**src/rtl/spi_target_pkg.sv**
```systemverilog
// Shared definitions for the tinyQV SPI peripherals: byte geometry,
// bit-counter width, responder state encoding and the default underrun byte.
package tinyqv_spi_pkg;

    localparam int SPI_BITS_PER_BYTE = 8;
    // Wide enough to hold the value SPI_BITS_PER_BYTE itself.
    localparam int SPI_BIT_CNT_W = $clog2(SPI_BITS_PER_BYTE + 1);

    typedef enum logic [0:0] {
        ST_IDLE  = 1'b0,
        ST_SHIFT = 1'b1
    } spi_target_state_t;

    localparam logic [7:0] SPI_IDLE_BYTE_DEFAULT = 8'hFF;

    // Bit that goes on the wire first for a freshly loaded byte.
    function automatic logic first_tx_bit(input logic [7:0] b, input logic lsb);
        return lsb ? b[0] : b[7];
    endfunction

endpackage

```
**src/rtl/spi_target_if.sv**
```systemverilog
// CPU-side register handshake of the SPI responder.
// master = CPU / bus side, slave = spi_target.
interface spi_target_if;

    logic [7:0] data_in;
    logic       load;
    logic       rx_read;
    logic       clear_status;
    logic [7:0] rx_data;
    logic       rx_valid;
    logic       tx_full;
    logic       busy;
    logic       overrun;
    logic       underrun;

    modport master (
        output data_in, load, rx_read, clear_status,
        input  rx_data, rx_valid, tx_full, busy, overrun, underrun
    );

    modport slave (
        input  data_in, load, rx_read, clear_status,
        output rx_data, rx_valid, tx_full, busy, overrun, underrun
    );

endinterface

```
**src/rtl/spi_target_sync.sv**
```systemverilog
// Multi-flop synchroniser followed by a registered edge detector.
// level/rise/fall all appear STAGES+1 clk cycles after the pin changes.
module spi_target_sync #(
    parameter int   STAGES    = 2,
    parameter logic RESET_VAL = 1'b0
) (
    input  logic clk,
    input  logic rstn,
    input  logic din,
    output logic level,
    output logic rise,
    output logic fall
);

    logic [STAGES-1:0] chain_reg;
    logic              sync;
    logic              level_reg;
    logic              rise_reg;
    logic              fall_reg;

    assign sync = chain_reg[STAGES-1];

    // Synchroniser chain; the reset value matches the idle level of the pin.
    always_ff @(posedge clk or negedge rstn) begin
        if (!rstn) begin
            chain_reg <= {STAGES{RESET_VAL}};
        end else begin
            chain_reg <= {chain_reg[STAGES-2:0], din};
        end
    end

    // Edge detector: delayed level plus one-cycle rise/fall pulses.
    always_ff @(posedge clk or negedge rstn) begin
        if (!rstn) begin
            level_reg <= RESET_VAL;
            rise_reg  <= 1'b0;
            fall_reg  <= 1'b0;
        end else begin
            level_reg <= sync;
            rise_reg  <= sync & ~level_reg;
            fall_reg  <= ~sync & level_reg;
        end
    end

    assign level = level_reg;
    assign rise  = rise_reg;
    assign fall  = fall_reg;

endmodule

```
**src/rtl/spi_target.sv**
```systemverilog
// SPI mode-0 responder for tinyQV. All SPI pins are oversampled in clk.
// Optional feature macro: SPI_TARGET_LSB_FIRST_EN adds the lsb_first input,
// sampled at CS fall, selecting LSB-first shifting for the transaction.
module spi_target
    import tinyqv_spi_pkg::*;
#(
    parameter int         SYNC_STAGES = 2,
    parameter logic [7:0] IDLE_BYTE   = SPI_IDLE_BYTE_DEFAULT
) (
    input  logic clk,
    input  logic rstn,
    input  logic spi_sck,
    input  logic spi_cs_n,
    input  logic spi_mosi,
    output logic spi_miso,
    output logic spi_miso_oe,
`ifdef SPI_TARGET_LSB_FIRST_EN
    input  logic lsb_first,
`endif
    spi_target_if.slave bus
);

    localparam logic [0:0] S_IDLE  = ST_IDLE;
    localparam logic [0:0] S_SHIFT = ST_SHIFT;
    localparam logic [SPI_BIT_CNT_W-1:0] LAST_BIT = SPI_BIT_CNT_W'(SPI_BITS_PER_BYTE - 1);

    logic sck_level, sck_rise, sck_fall;
    logic cs_level, cs_rise, cs_fall;
    logic [SYNC_STAGES-1:0] mosi_chain_reg;
    logic mosi_sync;

    logic [0:0]               state_reg;
    logic [SPI_BIT_CNT_W-1:0] bit_cnt_reg;
    logic [7:0]               tx_shift_reg;
    logic [7:0]               rx_shift_reg;
    logic [7:0]               hold_reg;
    logic                     tx_full_reg;
    logic                     reload_pend_reg;
    logic                     miso_reg;
    logic                     oe_reg;
    logic [7:0]               rx_data_reg;
    logic                     rx_valid_reg;
    logic                     overrun_reg;
    logic                     underrun_reg;

    logic       lsb_mode;
    logic       sck_fall_ok;
    logic       tx_load_evt;
    logic       capture_evt;
    logic [7:0] tx_src;
    logic [7:0] rx_next;
    logic [7:0] tx_shifted;

    spi_target_sync #(.STAGES(SYNC_STAGES), .RESET_VAL(1'b0)) u_sync_sck (
        .clk   (clk),
        .rstn  (rstn),
        .din   (spi_sck),
        .level (sck_level),
        .rise  (sck_rise),
        .fall  (sck_fall)
    );

    spi_target_sync #(.STAGES(SYNC_STAGES), .RESET_VAL(1'b1)) u_sync_cs (
        .clk   (clk),
        .rstn  (rstn),
        .din   (spi_cs_n),
        .level (cs_level),
        .rise  (cs_rise),
        .fall  (cs_fall)
    );

    // MOSI only needs synchronising; it is sampled on detected sck rises.
    always_ff @(posedge clk or negedge rstn) begin
        if (!rstn) begin
            mosi_chain_reg <= '0;
        end else begin
            mosi_chain_reg <= {mosi_chain_reg[SYNC_STAGES-2:0], spi_mosi};
        end
    end
    assign mosi_sync = mosi_chain_reg[SYNC_STAGES-1];

`ifdef SPI_TARGET_LSB_FIRST_EN
    logic lsb_reg;

    // Bit order is latched at CS fall and frozen for the transaction.
    always_ff @(posedge clk or negedge rstn) begin
        if (!rstn) begin
            lsb_reg <= 1'b0;
        end else if (state_reg == S_IDLE && cs_fall) begin
            lsb_reg <= lsb_first;
        end
    end
    assign lsb_mode = (state_reg == S_IDLE) ? lsb_first : lsb_reg;
`else
    assign lsb_mode = 1'b0;
`endif

    // A fall pulse implies the settled level is already low.
    assign sck_fall_ok = sck_fall & ~sck_level;

    assign tx_src     = tx_full_reg ? hold_reg : IDLE_BYTE;
    assign rx_next    = lsb_mode ? {mosi_sync, rx_shift_reg[7:1]}
                                 : {rx_shift_reg[6:0], mosi_sync};
    assign tx_shifted = lsb_mode ? {1'b0, tx_shift_reg[7:1]}
                                 : {tx_shift_reg[6:0], 1'b0};

    // Shift register pulls from the holding register at CS fall and on the
    // first sck fall after each completed byte; CS rise has priority.
    assign tx_load_evt = (state_reg == S_IDLE && cs_fall) ||
                         (state_reg == S_SHIFT && !cs_rise && sck_fall_ok && reload_pend_reg);
    assign capture_evt = (state_reg == S_SHIFT) && !cs_rise && sck_rise &&
                         (bit_cnt_reg == LAST_BIT);

    // Transaction state machine: bit counting and the two shift registers.
    always_ff @(posedge clk or negedge rstn) begin
        if (!rstn) begin
            state_reg       <= S_IDLE;
            bit_cnt_reg     <= '0;
            tx_shift_reg    <= '0;
            rx_shift_reg    <= '0;
            reload_pend_reg <= 1'b0;
            miso_reg        <= 1'b0;
            oe_reg          <= 1'b0;
        end else begin
            case (state_reg)
                S_IDLE: begin
                    if (cs_fall) begin
                        state_reg       <= S_SHIFT;
                        bit_cnt_reg     <= '0;
                        tx_shift_reg    <= tx_src;
                        rx_shift_reg    <= '0;
                        reload_pend_reg <= 1'b0;
                        miso_reg        <= first_tx_bit(tx_src, lsb_mode);
                        oe_reg          <= 1'b1;
                    end
                end
                default: begin
                    if (cs_rise) begin
                        // Partial RX byte and unsent TX byte are dropped.
                        state_reg       <= S_IDLE;
                        bit_cnt_reg     <= '0;
                        reload_pend_reg <= 1'b0;
                        miso_reg        <= 1'b0;
                        oe_reg          <= 1'b0;
                    end else begin
                        if (sck_rise) begin
                            rx_shift_reg <= rx_next;
                            if (bit_cnt_reg == LAST_BIT) begin
                                bit_cnt_reg     <= '0;
                                reload_pend_reg <= 1'b1;
                            end else begin
                                bit_cnt_reg <= bit_cnt_reg + 1'b1;
                            end
                        end
                        if (sck_fall_ok) begin
                            if (reload_pend_reg) begin
                                tx_shift_reg    <= tx_src;
                                miso_reg        <= first_tx_bit(tx_src, lsb_mode);
                                reload_pend_reg <= 1'b0;
                            end else begin
                                tx_shift_reg <= tx_shifted;
                                miso_reg     <= lsb_mode ? tx_shift_reg[1] : tx_shift_reg[6];
                            end
                        end
                    end
                end
            endcase
        end
    end

    // TX holding register; a load racing a shift-register load wins tx_full.
    always_ff @(posedge clk or negedge rstn) begin
        if (!rstn) begin
            hold_reg    <= '0;
            tx_full_reg <= 1'b0;
        end else begin
            if (bus.load) begin
                hold_reg    <= bus.data_in;
                tx_full_reg <= 1'b1;
            end else if (tx_load_evt) begin
                tx_full_reg <= 1'b0;
            end
        end
    end

    // RX byte hand-off to the CPU; a read in the capture cycle keeps the new byte.
    always_ff @(posedge clk or negedge rstn) begin
        if (!rstn) begin
            rx_data_reg  <= '0;
            rx_valid_reg <= 1'b0;
        end else begin
            if (capture_evt) begin
                rx_data_reg  <= rx_next;
                rx_valid_reg <= 1'b1;
            end else if (bus.rx_read) begin
                rx_valid_reg <= 1'b0;
            end
        end
    end

    // Sticky error flags; a new event beats a simultaneous clear.
    always_ff @(posedge clk or negedge rstn) begin
        if (!rstn) begin
            overrun_reg  <= 1'b0;
            underrun_reg <= 1'b0;
        end else begin
            overrun_reg  <= (overrun_reg & ~bus.clear_status) |
                            (capture_evt & rx_valid_reg & ~bus.rx_read);
            underrun_reg <= (underrun_reg & ~bus.clear_status) |
                            (tx_load_evt & ~tx_full_reg);
        end
    end

    assign spi_miso     = miso_reg;
    assign spi_miso_oe  = oe_reg;
    assign bus.rx_data  = rx_data_reg;
    assign bus.rx_valid = rx_valid_reg;
    assign bus.tx_full  = tx_full_reg;
    assign bus.busy     = ~cs_level;
    assign bus.overrun  = overrun_reg;
    assign bus.underrun = underrun_reg;

endmodule

```
**src/flat_wrapper.sv**
```systemverilog
// flat-port wrapper written by rule: the top's interface ports become plain ports
module spi_target_flat import tinyqv_spi_pkg::*;
#(
    parameter int         SYNC_STAGES = 2,
    parameter logic [7:0] IDLE_BYTE   = SPI_IDLE_BYTE_DEFAULT
)
  (clk, rstn, spi_sck, spi_cs_n, spi_mosi, spi_miso, spi_miso_oe, bus_data_in, bus_load, bus_rx_read, bus_clear_status, bus_rx_data, bus_rx_valid, bus_tx_full, bus_busy, bus_overrun, bus_underrun);
  spi_target_if bus_i ();
  input  logic clk;
  input  logic rstn;
  input  logic spi_sck;
  input  logic spi_cs_n;
  input  logic spi_mosi;
  output logic spi_miso;
  output logic spi_miso_oe;
  input wire logic [$bits(bus_i.data_in)-1:0] bus_data_in;
  input wire logic [$bits(bus_i.load)-1:0] bus_load;
  input wire logic [$bits(bus_i.rx_read)-1:0] bus_rx_read;
  input wire logic [$bits(bus_i.clear_status)-1:0] bus_clear_status;
  output wire logic [$bits(bus_i.rx_data)-1:0] bus_rx_data;
  output wire logic [$bits(bus_i.rx_valid)-1:0] bus_rx_valid;
  output wire logic [$bits(bus_i.tx_full)-1:0] bus_tx_full;
  output wire logic [$bits(bus_i.busy)-1:0] bus_busy;
  output wire logic [$bits(bus_i.overrun)-1:0] bus_overrun;
  output wire logic [$bits(bus_i.underrun)-1:0] bus_underrun;
  assign bus_i.data_in = bus_data_in;
  assign bus_i.load = bus_load;
  assign bus_i.rx_read = bus_rx_read;
  assign bus_i.clear_status = bus_clear_status;
  assign bus_rx_data = bus_i.rx_data;
  assign bus_rx_valid = bus_i.rx_valid;
  assign bus_tx_full = bus_i.tx_full;
  assign bus_busy = bus_i.busy;
  assign bus_overrun = bus_i.overrun;
  assign bus_underrun = bus_i.underrun;
  spi_target #(.SYNC_STAGES(SYNC_STAGES), .IDLE_BYTE(IDLE_BYTE)) u_core (.clk(clk), .rstn(rstn), .spi_sck(spi_sck), .spi_cs_n(spi_cs_n), .spi_mosi(spi_mosi), .spi_miso(spi_miso), .spi_miso_oe(spi_miso_oe), .bus(bus_i));
endmodule
```
**config.mk**
```make
export PLATFORM = sky130hd
export DESIGN_NAME = spi_target_flat
export DESIGN_NICKNAME = d
export VERILOG_FILES = /design/src/rtl/spi_target_pkg.sv /design/src/rtl/spi_target_if.sv /design/src/rtl/spi_target_sync.sv /design/src/rtl/spi_target.sv /design/src/flat_wrapper.sv
export SDC_FILE = /design/constraint.sdc
export NUM_CORES = 1
export LEC_CHECK = 0
export BUFFER_PORTS_ARGS = -buffer_cell sky130_fd_sc_hd__buf_2
export CAP_MARGIN = 40
export CORE_MARGIN = 3
export CORE_UTILIZATION = 30
export CTS_CLUSTER_SIZE = 40
export DETAILED_ROUTE_END_ITERATION = 6
export PLACE_DENSITY = 0.46
export SYNTH_ARGS = -nofsm -noshare
export SYNTH_HDL_FRONTEND = slang
export SYNTH_SLANG_ARGS = --single-unit
```
**constraint.sdc**
```tcl
create_clock -name clk -period 1.4 [get_ports clk]
set_clock_uncertainty 0.05 [all_clocks]
set_input_delay 0.28 -clock clk [delete_from_list [all_inputs] [get_ports clk]]
set_output_delay 0.28 -clock clk [all_outputs]
set_load 0.02 [all_outputs]
```
==> impl_metrics.toml, run 1 <==
[run_status]
outcome = "complete, but fails checks"
failed_checks = "negative setup slack"

[finish]
antenna_cells = 0
num-fill-cells = 675
final_layout_size_suffix_gt1_share_pct = 39.7
fin_nets = 248
syn_to_final_growth_pct = 30.5

[floorplan]
die_h_um = 90.4
die_w_um = 90.4
rows = 30
floorplan.initialDensity_pct = 31.1
ioPinCount = 31
coreArea_um2 = 6870
die_area_um2 = 8180

[global_routing]
grt_pass1_vias = 1412
antenna_found_initial = 0
grt_usage_pct = 9.76
overflow = 0
grt_max_degree = 55
grt_pass1_wl_um = 6580

[timing]
setup_tns_ns = -0.0710
min_period_ns = 1.41
rsz0062_at_grt = "yes"
setup_violations = 8
relSlewSlack_pct = 80.6
tightestPinTransition_ns = 0.290
final.setup.worst_slack_ns = -0.0119
maxSlewViolCount = 0
fmax_ghz = 0.708
finalHoldViolations = 0
period_share_pct = 101

[critical_path]
critPathKind = "reg -> reg"
cp_num_buf_inv = 1
startpoint_type = "register"
end_kind = "register"
max_stage_delay_ns = 0.36
cp_cell_sequence = "ha_2 -> nand2_2 -> nor3_4 -> buf_12 -> mux2_4"
crit_family = "flip-flops"
crit_fanout = 8
cp.arrival_ns = 1.55
required_ns = 1.54
slowest_stage = "dfrtp_1"

[place]
place_hpwl_um = 2680
globalplace.congestion = 0.707
dp_worst_setup_slack_ns = -0.0528
port_buffers = 30

[pwr]
power_density_nw_per_um2 = 1240
total_power_mw = 3.47
p_leak_nw = 1.37
peakVddDrop_uv = 706

[worst_hold_path]
hp-class = "in -> reg"

[drt]
drt_iter0_markers = 86
viasPerCell = 4.40
remaining_drc_errors = 0
drt-total-wl_um = 3990
antenna_left = 0
detail_route.first_pass.iterations = 4
vias = 1442
wl_per_cell_um = 12.2

[clock_network]
insertion_delay_ns = 0.30
cts_tree = "done"
clkTransAtPathRegs_ns = 0.09
clkSinkCount = 54
clockBufferDepth = 2
cts_made_buffers = 5
cts_max_level = 2
clock-root-buffer = "clkbuf_8"

[logic_synthesis]
ys_types = 31
syn_nets = 194
syn_area_um2 = 2140
syn_area_per_cell_um2 = 12.1
yosysWarnings = 0
synthCells = 177
ys_seq_area_share_pct = 63.4
ys_ff_latch = 54

[flow_run]
maxCapViolCount = 0
cells in the mapped netlist (all sizes together):
library cell / instances / share of area, %
and2: 1 / 0.29
o22ai: 2 / 0.59
ha: 1 / 0.59
nand2b: 7 / 2.0
a21o: 2 / 0.70
a22o: 2 / 0.82
o21a: 1 / 0.41
nor2: 5 / 0.88
nand3: 8 / 1.9
a21oi: 4 / 0.94
and2b: 1 / 0.35
nor3: 1 / 0.47
o21ai: 16 / 3.7
clkbuf: 3 / 0.53
nor2b: 3 / 0.88
dfstp: 3 / 3.7
dfrtp: 51 / 60
a31oi: 1 / 0.29
a32o: 1 / 0.47
mux2: 16 / 8.4
o2bb2ai: 1 / 0.41
a2bb2oi: 1 / 0.41
nand2: 25 / 4.4
nand3b: 7 / 3.0
o32ai: 1 / 0.41
o31a: 1 / 0.41
inv: 7 / 1.2
buf: 5 / 2.0
report_power, final:
part | leakage (nW) | total, mW | switching, mW | internal (mW)
logic | 0.630 | 0.563 | 0.284 | 0.279
clock network | 0.0585 | 1.06 | 0.480 | 0.583
registers | 0.683 | 1.84 | 0.106 | 1.73
final timing paths:
| check | to | start | slack (ns) | cells past startpoint |
|---|---|---|---|---|
| max | u_core.bus.rx_data[3]$_DFFE_PN0P_ | u_core.bit_cnt_reg[0]$_DFFE_PN0P_ | -0.01 | 5 |
| min | u_core.u_sync_cs.chain_reg[0]$_DFF_PN1_ | spi_cs_n | 0.02 | 1 |
| min reg2reg | u_core.mosi_chain_reg[1]$_DFF_PN0_ | u_core.mosi_chain_reg[0]$_DFF_PN0_ | 0.31 | 0 |
| min in group asynchronous | u_core.bus.rx_data[3]$_DFFE_PN0P_ | rstn | 0.45 | 3 |
| max in group asynchronous | u_core.u_sync_cs.chain_reg[0]$_DFF_PN1_ | rstn | 0.56 | 3 |
| max reg2reg | u_core.bus.rx_data[3]$_DFFE_PN0P_ | u_core.bit_cnt_reg[0]$_DFFE_PN0P_ | -0.01 | 5 |
final cells by class:
class	count	area, um2	share of cell area, %
timing repair buffer	54	389	13.9
clock buffer	7	86.3	3.09
inverter	7	26.3	0.942
tap	96	120	4.30
clock inverter	1	30.0	1.08
multi-input combinational	109	782	28.0
sequential	54	1360	48.6
cell families after synthesis:
kind of cell    after synthesis  share of synthesized area (%)
buf+inv                      15                           3.80
compound gates               33                           9.60
flops                        54                           63.4
mux                          16                           8.43
fa+ha+maj                     1                          0.585
simple gates                 58                           14.2
metal layers:
layer	vias up	track usage, %	share of wire [%]
met5	-	0	0
met2	23	16.3	48
met4	0	1.91	0.23
li1	713	-	-
met1	704	12.7	48
met3	2	2.75	4.0
repair_timing:
action                                  in CTS  in global routing
cloned                                       0                  1
gates resized for setup                     11                 12
pin swaps                                    3                  2
buffers inserted                             4                  2
hold buffers                                 1                  0
endpoints found under the setup margin      18                 23
hold endpoints to repair                    51                  0
stage by stage:
step	util (%)	hold WS (ns)	instance area [um2]	std cells
floorplan	-	-0.0656	2140	177
finish	40.6	0.0241	2790	328
global route	40.6	0.00721	2790	328
CTS	39.9	0.0106	2740	326
global placement	37.0	0.256	2540	313
detailed placement	37.0	0.252	2540	313
cells in the final DEF (no fill, tap or decap), types with 2 or more instances in the layout:
cell,n
o22ai_1,2
buf_4,19
nand2_1,24
o21ai_0,14
a21o_1,2
a22o_1,2
nor2_1,5
nand2b_4,2
dfrtp_1,50
mux2_2,8
inv_1,6
nand2b_1,5
buf_2,29
nor2b_1,3
nand3_1,8
clkbuf_8,6
a21oi_1,2
dfstp_2,3
o21ai_1,2
a21oi_2,2
nand3b_1,6
buf_12,4
mux2_4,8
Note: power is estimated with default switching activity, not from simulation.
==> inputs of run 2 (changes only) <==
--- a/config.mk
+++ b/config.mk
@@ -14,4 +14,5 @@
 export PLACE_DENSITY = 0.46
 export SYNTH_ARGS = -nofsm -noshare
 export SYNTH_HDL_FRONTEND = slang
+export SYNTH_HIERARCHICAL = 1
 export SYNTH_SLANG_ARGS = --single-unit
==> run 2 against run 1 <==
Effect of this change: the flow still finishes with violations (negative setup slack); combinational power increased by 6.6%; global-route usage increased by 0.93 points; via count up 1.2%; final cell count increased by 0.91%; utilization is 0.49 points higher.
==> impl_metrics.toml, run 2 <==
[run_status]
failed_checks = "negative setup slack"
outcome = "complete, but fails checks"

[floorplan]
die_h_um = 90.5
die_area_um2 = 8180
ioPinCount = 31
coreArea_um2 = 6870
floorplan.initialDensity_pct = 31.1
rows = 30
die_w_um = 90.5

[drt]
highest-signal-layer = "met4"
remaining_drc_errors = 0
drt-total-wl_um = 4270
drt_iter0_markers = 62
antenna_left = 0
wl_per_cell_um = 12.9
met2_length_um = 1990
viasPerCell = 4.41
wl_met3_um = 136
wl_met1_um = 2080
vias = 1460
detail_route.first_pass.iterations = 2

[critical_path]
required_ns = 1.56
max_stage_delay_ns = 0.38
startpoint_type = "register"
cp_num_buf_inv = 1
crit_family = "flip-flops"
critPathKind = "reg -> reg"
crit_fanout = 8
end_kind = "register"
cp_cell_sequence = "ha_2 -> nand2_2 -> nor3_4 -> buf_12 -> mux2_2"
cp.arrival_ns = 1.62
slowest_stage = "dfrtp_1"

[pwr]
intPower_mw = 2.38
switching_share_pct = 27.9
combPwrFrac_pct = 18.2
clockPowerShare_pct = 25.9
switching_power_mw = 0.921
p_leak_nw = 1.37
pwr-share-seq_pct = 55.9
power_density_nw_per_um2 = 1170
peakVddDrop_uv = 457
total_power_mw = 3.30

[timing]
rsz0062_at_grt = "yes"
final.setup.worst_slack_ns = -0.0613
min_period_ns = 1.46
fmax_ghz = 0.684
finalHoldViolations = 0
setup_violations = 8
tightestPinTransition_ns = 0.381
setup_tns_ns = -0.383
relSlewSlack_pct = 74.6
maxSlewViolCount = 0
period_share_pct = 104

[logic_synthesis]
ys_types = 35
synth_top_area_share_pct = 59.6
synth_commonest_cells = "dfrtp_1, nand2_1, mux2_2, nand3_1, o21ai_0"
synth-edff-count = 0
synthCells = 178
yosysWarnings = 6
syn_area_per_cell_um2 = 12.0
ys.flop_type = "dfrtp_1"
syn_area_um2 = 2140
synth_top_area_cell = "dfrtp_1"
ys_seq_area_share_pct = 63.3
ys_ff_latch = 54
synth_most_common_cell = "dfrtp_1"
async_flop_share_pct = 100
syn_nets = 195
synthTopCellsByArea = "dfrtp_1, mux2_2, nand2_1"

[clock_network]
clockBufferDepth = 2
cts_made_buffers = 5
insertion_delay_ns = 0.31
clkTransAtPathRegs_ns = 0.10
cts_max_level = 2
clock-root-buffer = "clkbuf_8"
clkSinkCount = 54
cts_tree = "done"

[global_routing]
grt_pass1_vias = 1437
grt_max_degree = 26
overflow = 0
antenna_found_initial = 0
grt_usage_pct = 10.7
grt_pass1_wl_um = 6970

[finish]
final_layout_size_suffix_gt1_share_pct = 45.1
fin_util_pct = 41.1
layout_commonest_cell = "dfrtp_1"
final_cell_mix = "dfrtp_1, buf_2, buf_4, nand2_1, mux2_2"
design_area_um2 = 2820
final_cells = 331
syn_to_final_growth_pct = 32.0
fin_nets = 251
antenna_cells = 0

[worst_hold_path]
hp-class = "in -> reg"

[place]
globalplace.congestion = 0.711
place_area_um2 = 2560
dp_cells = 315
port_buffers = 30
place_hpwl_um = 2770

[flow_run]
maxCapViolCount = 0
==> run 2: cell families after synthesis <==
logic type,after synthesis,share of synthesized area (%)
AO/OA/AOI/OAI,32,9.24
adder cells (fa/ha/maj),1,0.585
buffers and inverters,14,3.16
flip-flops,54,63.3
multiplexers,17,8.89
AND/OR/NAND/NOR,60,14.8
==> run 2: final cells by class <==
class | count | area [um2]
sequential | 54 | 1360
clock inverter | 2 | 13.8
inverter | 6 | 22.5
timing repair buffer | 56 | 409
tap | 96 | 120
multi-input combinational | 111 | 830
fill | 670 | 4050
clock buffer | 6 | 72.6
==> run 2: path summary, 6_finish.rpt <==
kind	startpoint	end	slack [ns]	cells past startpoint
max	u_core/bit_cnt_reg[0]$_DFFE_PN0P_	u_core/bus.rx_data[3]$_DFFE_PN0P_	-0.06	5
max in group asynchronous	rstn	u_core/tx_shift_reg[1]$_DFFE_PN0P_	0.48	3
min in group asynchronous	rstn	u_core/bit_cnt_reg[3]$_DFFE_PN0P_	0.36	2
max reg2reg	u_core/bit_cnt_reg[0]$_DFFE_PN0P_	u_core/bus.rx_data[3]$_DFFE_PN0P_	-0.06	5
min reg2reg	u_core/u_sync_sck/chain_reg[0]$_DFF_PN0_	u_core/u_sync_sck/chain_reg[1]$_DFF_PN0_	0.31	0
min	spi_sck	u_core/u_sync_sck/chain_reg[0]$_DFF_PN0_	0.02	1
==> run 2: through the flow <==
| step | hold WS [ns] | setup slack (ns) |
|---|---|---|
| 2_1_floorplan | -0.0656 | -0.0832 |
| 3_3_place_gp | 0.177 | -0.0525 |
| 3_5_place_dp | 0.176 | -0.0480 |
| 4_1_cts | 0.00143 | -0.0614 |
| 5_1_grt | 0.00835 | -0.116 |
| 6_report | 0.0224 | -0.0613 |
==> run 2: worst reg2reg max path, delay by kind of cell (launching register included) <==
kind	cells	cell delay, ns
DFF	1	0.38
and+or+nand+nor	2	0.25
muxes	1	0.33
adders and majority gates	1	0.20
buffers and inverters	1	0.16
==> run 2: what timing repair did <==
item,4_1_cts,5_1_grt
cloned,0,1
gates resized for setup,6,27
hold buffers,1,1
pin swaps,2,9
endpoints found under the setup margin,19,29
setup buffers,3,3
hold endpoints to repair,9,1
==> run 2: power groups by stage <==
stage	registers, mW	logic, mW	clock network [mW]
floorplan	1.86	0.305	0
global placement	1.86	0.514	0
detailed placement	1.86	0.518	0
CTS	1.84	0.544	0.896
global route	1.87	0.673	0.975
finish	1.84	0.600	0.853
==> run 2: routing by layer <==
metal / up-vias / global-route usage (%)
li1: 723 / -
met1: 710 / 13.8
met2: 21 / 16.9
met3: 6 / 3.25
met4: 0 / 4.08
met5: - / 0
==> inputs of run 3 (changes only) <==
--- a/config.mk
+++ b/config.mk
@@ -7,11 +7,11 @@
 export LEC_CHECK = 0
 export BUFFER_PORTS_ARGS = -buffer_cell sky130_fd_sc_hd__buf_2
 export CAP_MARGIN = 40
-export CORE_MARGIN = 3
-export CORE_UTILIZATION = 30
+export CORE_MARGIN = 2
+export CORE_UTILIZATION = 45
 export CTS_CLUSTER_SIZE = 40
 export DETAILED_ROUTE_END_ITERATION = 6
-export PLACE_DENSITY = 0.46
+export PLACE_DENSITY = 0.65
 export SYNTH_ARGS = -nofsm -noshare
 export SYNTH_HDL_FRONTEND = slang
 export SYNTH_HIERARCHICAL = 1
==> run 3 against run 2 <==
Effect of this change: the flow still finishes with violations (negative setup slack); via count fell by 2.1%; routed wire length is 13% lower; flip-flop and latch count stayed put; setup slack worse by 0.0018 ns.
==> impl_metrics.toml, run 3 (synthesis results as in run 2) <==
[run_status]
outcome = "complete, but fails checks"
failed_checks = "negative setup slack"

[drt]
antenna_left = 0
remaining_drc_errors = 0
vias = 1430
highest-signal-layer = "met4"
met2_length_um = 1690
drt-total-wl_um = 3730
wl_met3_um = 141
drt_iter0_markers = 61
wl_met1_um = 1870
detail_route.first_pass.iterations = 4
viasPerCell = 5.09
wl_per_cell_um = 13.3

[floorplan]
ioPinCount = 31
die_h_um = 73.0
die_w_um = 73.0
floorplan.initialDensity_pct = 45.9
coreArea_um2 = 4660
die_area_um2 = 5320
rows = 25

[finish]
num-fill-cells = 394
antenna_cells = 0
multi_input_area_um2 = 827
syn_to_final_growth_pct = 26.9
seq_area_um2 = 1360
final_cells = 281
final_layout_size_suffix_gt1_share_pct = 41.0
final_cell_mix = "dfrtp_1, buf_2, nand2_1, buf_4"
fin_nets = 243
layout_commonest_cell = "dfrtp_1"

[clock_network]
clock-root-buffer = "clkbuf_8"
clkTransAtPathRegs_ns = 0.10
cts_made_buffers = 5
clockBufferDepth = 2
cts_max_level = 2
insertion_delay_ns = 0.31
clkSinkCount = 54
cts_tree = "done"

[pwr]
pwr-share-seq_pct = 54.1
switching_share_pct = 25.9
intPower_mw = 2.52
p_leak_nw = 1.34
power_density_nw_per_um2 = 1250
combPwrFrac_pct = 16.0
peakVddDrop_uv = 705
clockPowerShare_pct = 29.9
switching_power_mw = 0.880

[global_routing]
overflow = 0
antenna_found_initial = 0
grt_usage_pct = 15.1
grt_pass1_vias = 1360
grt_pass1_wl_um = 6120
grt_max_degree = 55

[place]
place_hpwl_um = 2430
port_buffers = 30
globalplace.congestion = 0.767
dp_cells = 268

[critical_path]
cp.arrival_ns = 1.62
crit_fanout = 5
required_ns = 1.55
critPathKind = "reg -> reg"
startpoint_type = "register"
end_kind = "register"

[timing]
min_period_ns = 1.46
rsz0062_at_grt = "yes"
period_share_pct = 105
relSlewSlack_pct = 80.2
fmax_ghz = 0.683
setup_tns_ns = -0.453
final.setup.worst_slack_ns = -0.0631
tightestPinTransition_ns = 0.297
maxSlewViolCount = 0
finalHoldViolations = 0
setup_violations = 8

[worst_hold_path]
hp-class = "in -> reg"

[flow_run]
maxCapViolCount = 0
==> run 3: changes by cell type in the layout (fill, tap and decap cells not counted), moves of 2 or more <==
cell and change:
buf_12 -2, buf_4 -7, mux2_2 -3, mux2_4 +4, nand2_1 +3, nand2_2 -4
==> run 3: timing repair <==
| action | 4_1_cts | 5_1_grt |
|---|---|---|
| setup buffers | 0 | 2 |
| gates cloned | 0 | 1 |
| resized for setup | 1 | 30 |
| hold buffers | 1 | 1 |
| pin swaps | 0 | 8 |
| setup endpoints to repair | 16 | 31 |
| hold endpoints to repair | 51 | 1 |
==> run 3: power by group through the flow <==
stage               Clock (mW)  Combinational (mW)  Sequential, mW
floorplan                    0               0.305            1.86
global placement             0               0.471            1.86
detailed placement           0               0.487            1.86
CTS                       1.04               0.491            1.83
global route              1.13               0.611            1.87
finish                    1.02               0.543            1.84
==> run 3: worst paths after layout <==
kind / from / to / slack [ns] / depth (start not counted)
worst max-delay path: u_core/bit_cnt_reg[0]$_DFFE_PN0P_ / u_core/bus.rx_data[7]$_DFFE_PN0P_ / -0.06 / 5
worst min-delay path: spi_sck / u_core/u_sync_sck/chain_reg[0]$_DFF_PN0_ / 0.03 / 1
worst max register to register: u_core/bit_cnt_reg[0]$_DFFE_PN0P_ / u_core/bus.rx_data[7]$_DFFE_PN0P_ / -0.06 / 5
worst min register to register: u_core/mosi_chain_reg[0]$_DFF_PN0_ / u_core/mosi_chain_reg[1]$_DFF_PN0_ / 0.31 / 0
max in group asynchronous: rstn / u_core/u_sync_cs/chain_reg[1]$_DFF_PN1_ / 0.54 / 3
min in group asynchronous: rstn / u_core/bit_cnt_reg[0]$_DFFE_PN0P_ / 0.45 / 3
==> run 3: stage by stage <==
stage	area, um2	hold WS [ns]	utilization (%)	setup WS (ns)	power (mW)
6_report	2720	0.0316	58.3	-0.0631	3.40
5_1_grt	2720	0.00311	58.3	-0.130	3.60
4_1_cts	2570	0.0129	55.1	-0.0513	3.37
3_5_place_dp	2450	0.248	52.5	-0.0301	2.35
3_3_place_gp	2450	0.250	52.5	-0.0160	2.33
2_1_floorplan	2160	-0.0656	-	-0.0832	2.17
==> run 3: worst max-delay path, cell delays in order, from the launching register on <==
cell	delay (ns)
dfrtp_1	0.41
ha_4	0.17
nand2_4	0.06
nor3_4	0.21
buf_6	0.17
mux2_4	0.30
==> run 3: final cells by class <==
cell class,count,share of cell area (%)
tap,54,2.49
inverter,6,0.829
sequential,54,49.9
clock inverter,2,1.38
timing repair buffer,49,12.3
clock buffer,6,2.67
multi-input combinational,110,30.5
==> run 3: per-layer routing <==
| metal | global-route usage (%) | vias to the layer above |
|---|---|---|
| met5 | 0 | - |
| met4 | 5.56 | 0 |
| met3 | 4.56 | 2 |
| met2 | 22.2 | 28 |
| met1 | 21.1 | 696 |
| li1 | - | 704 |
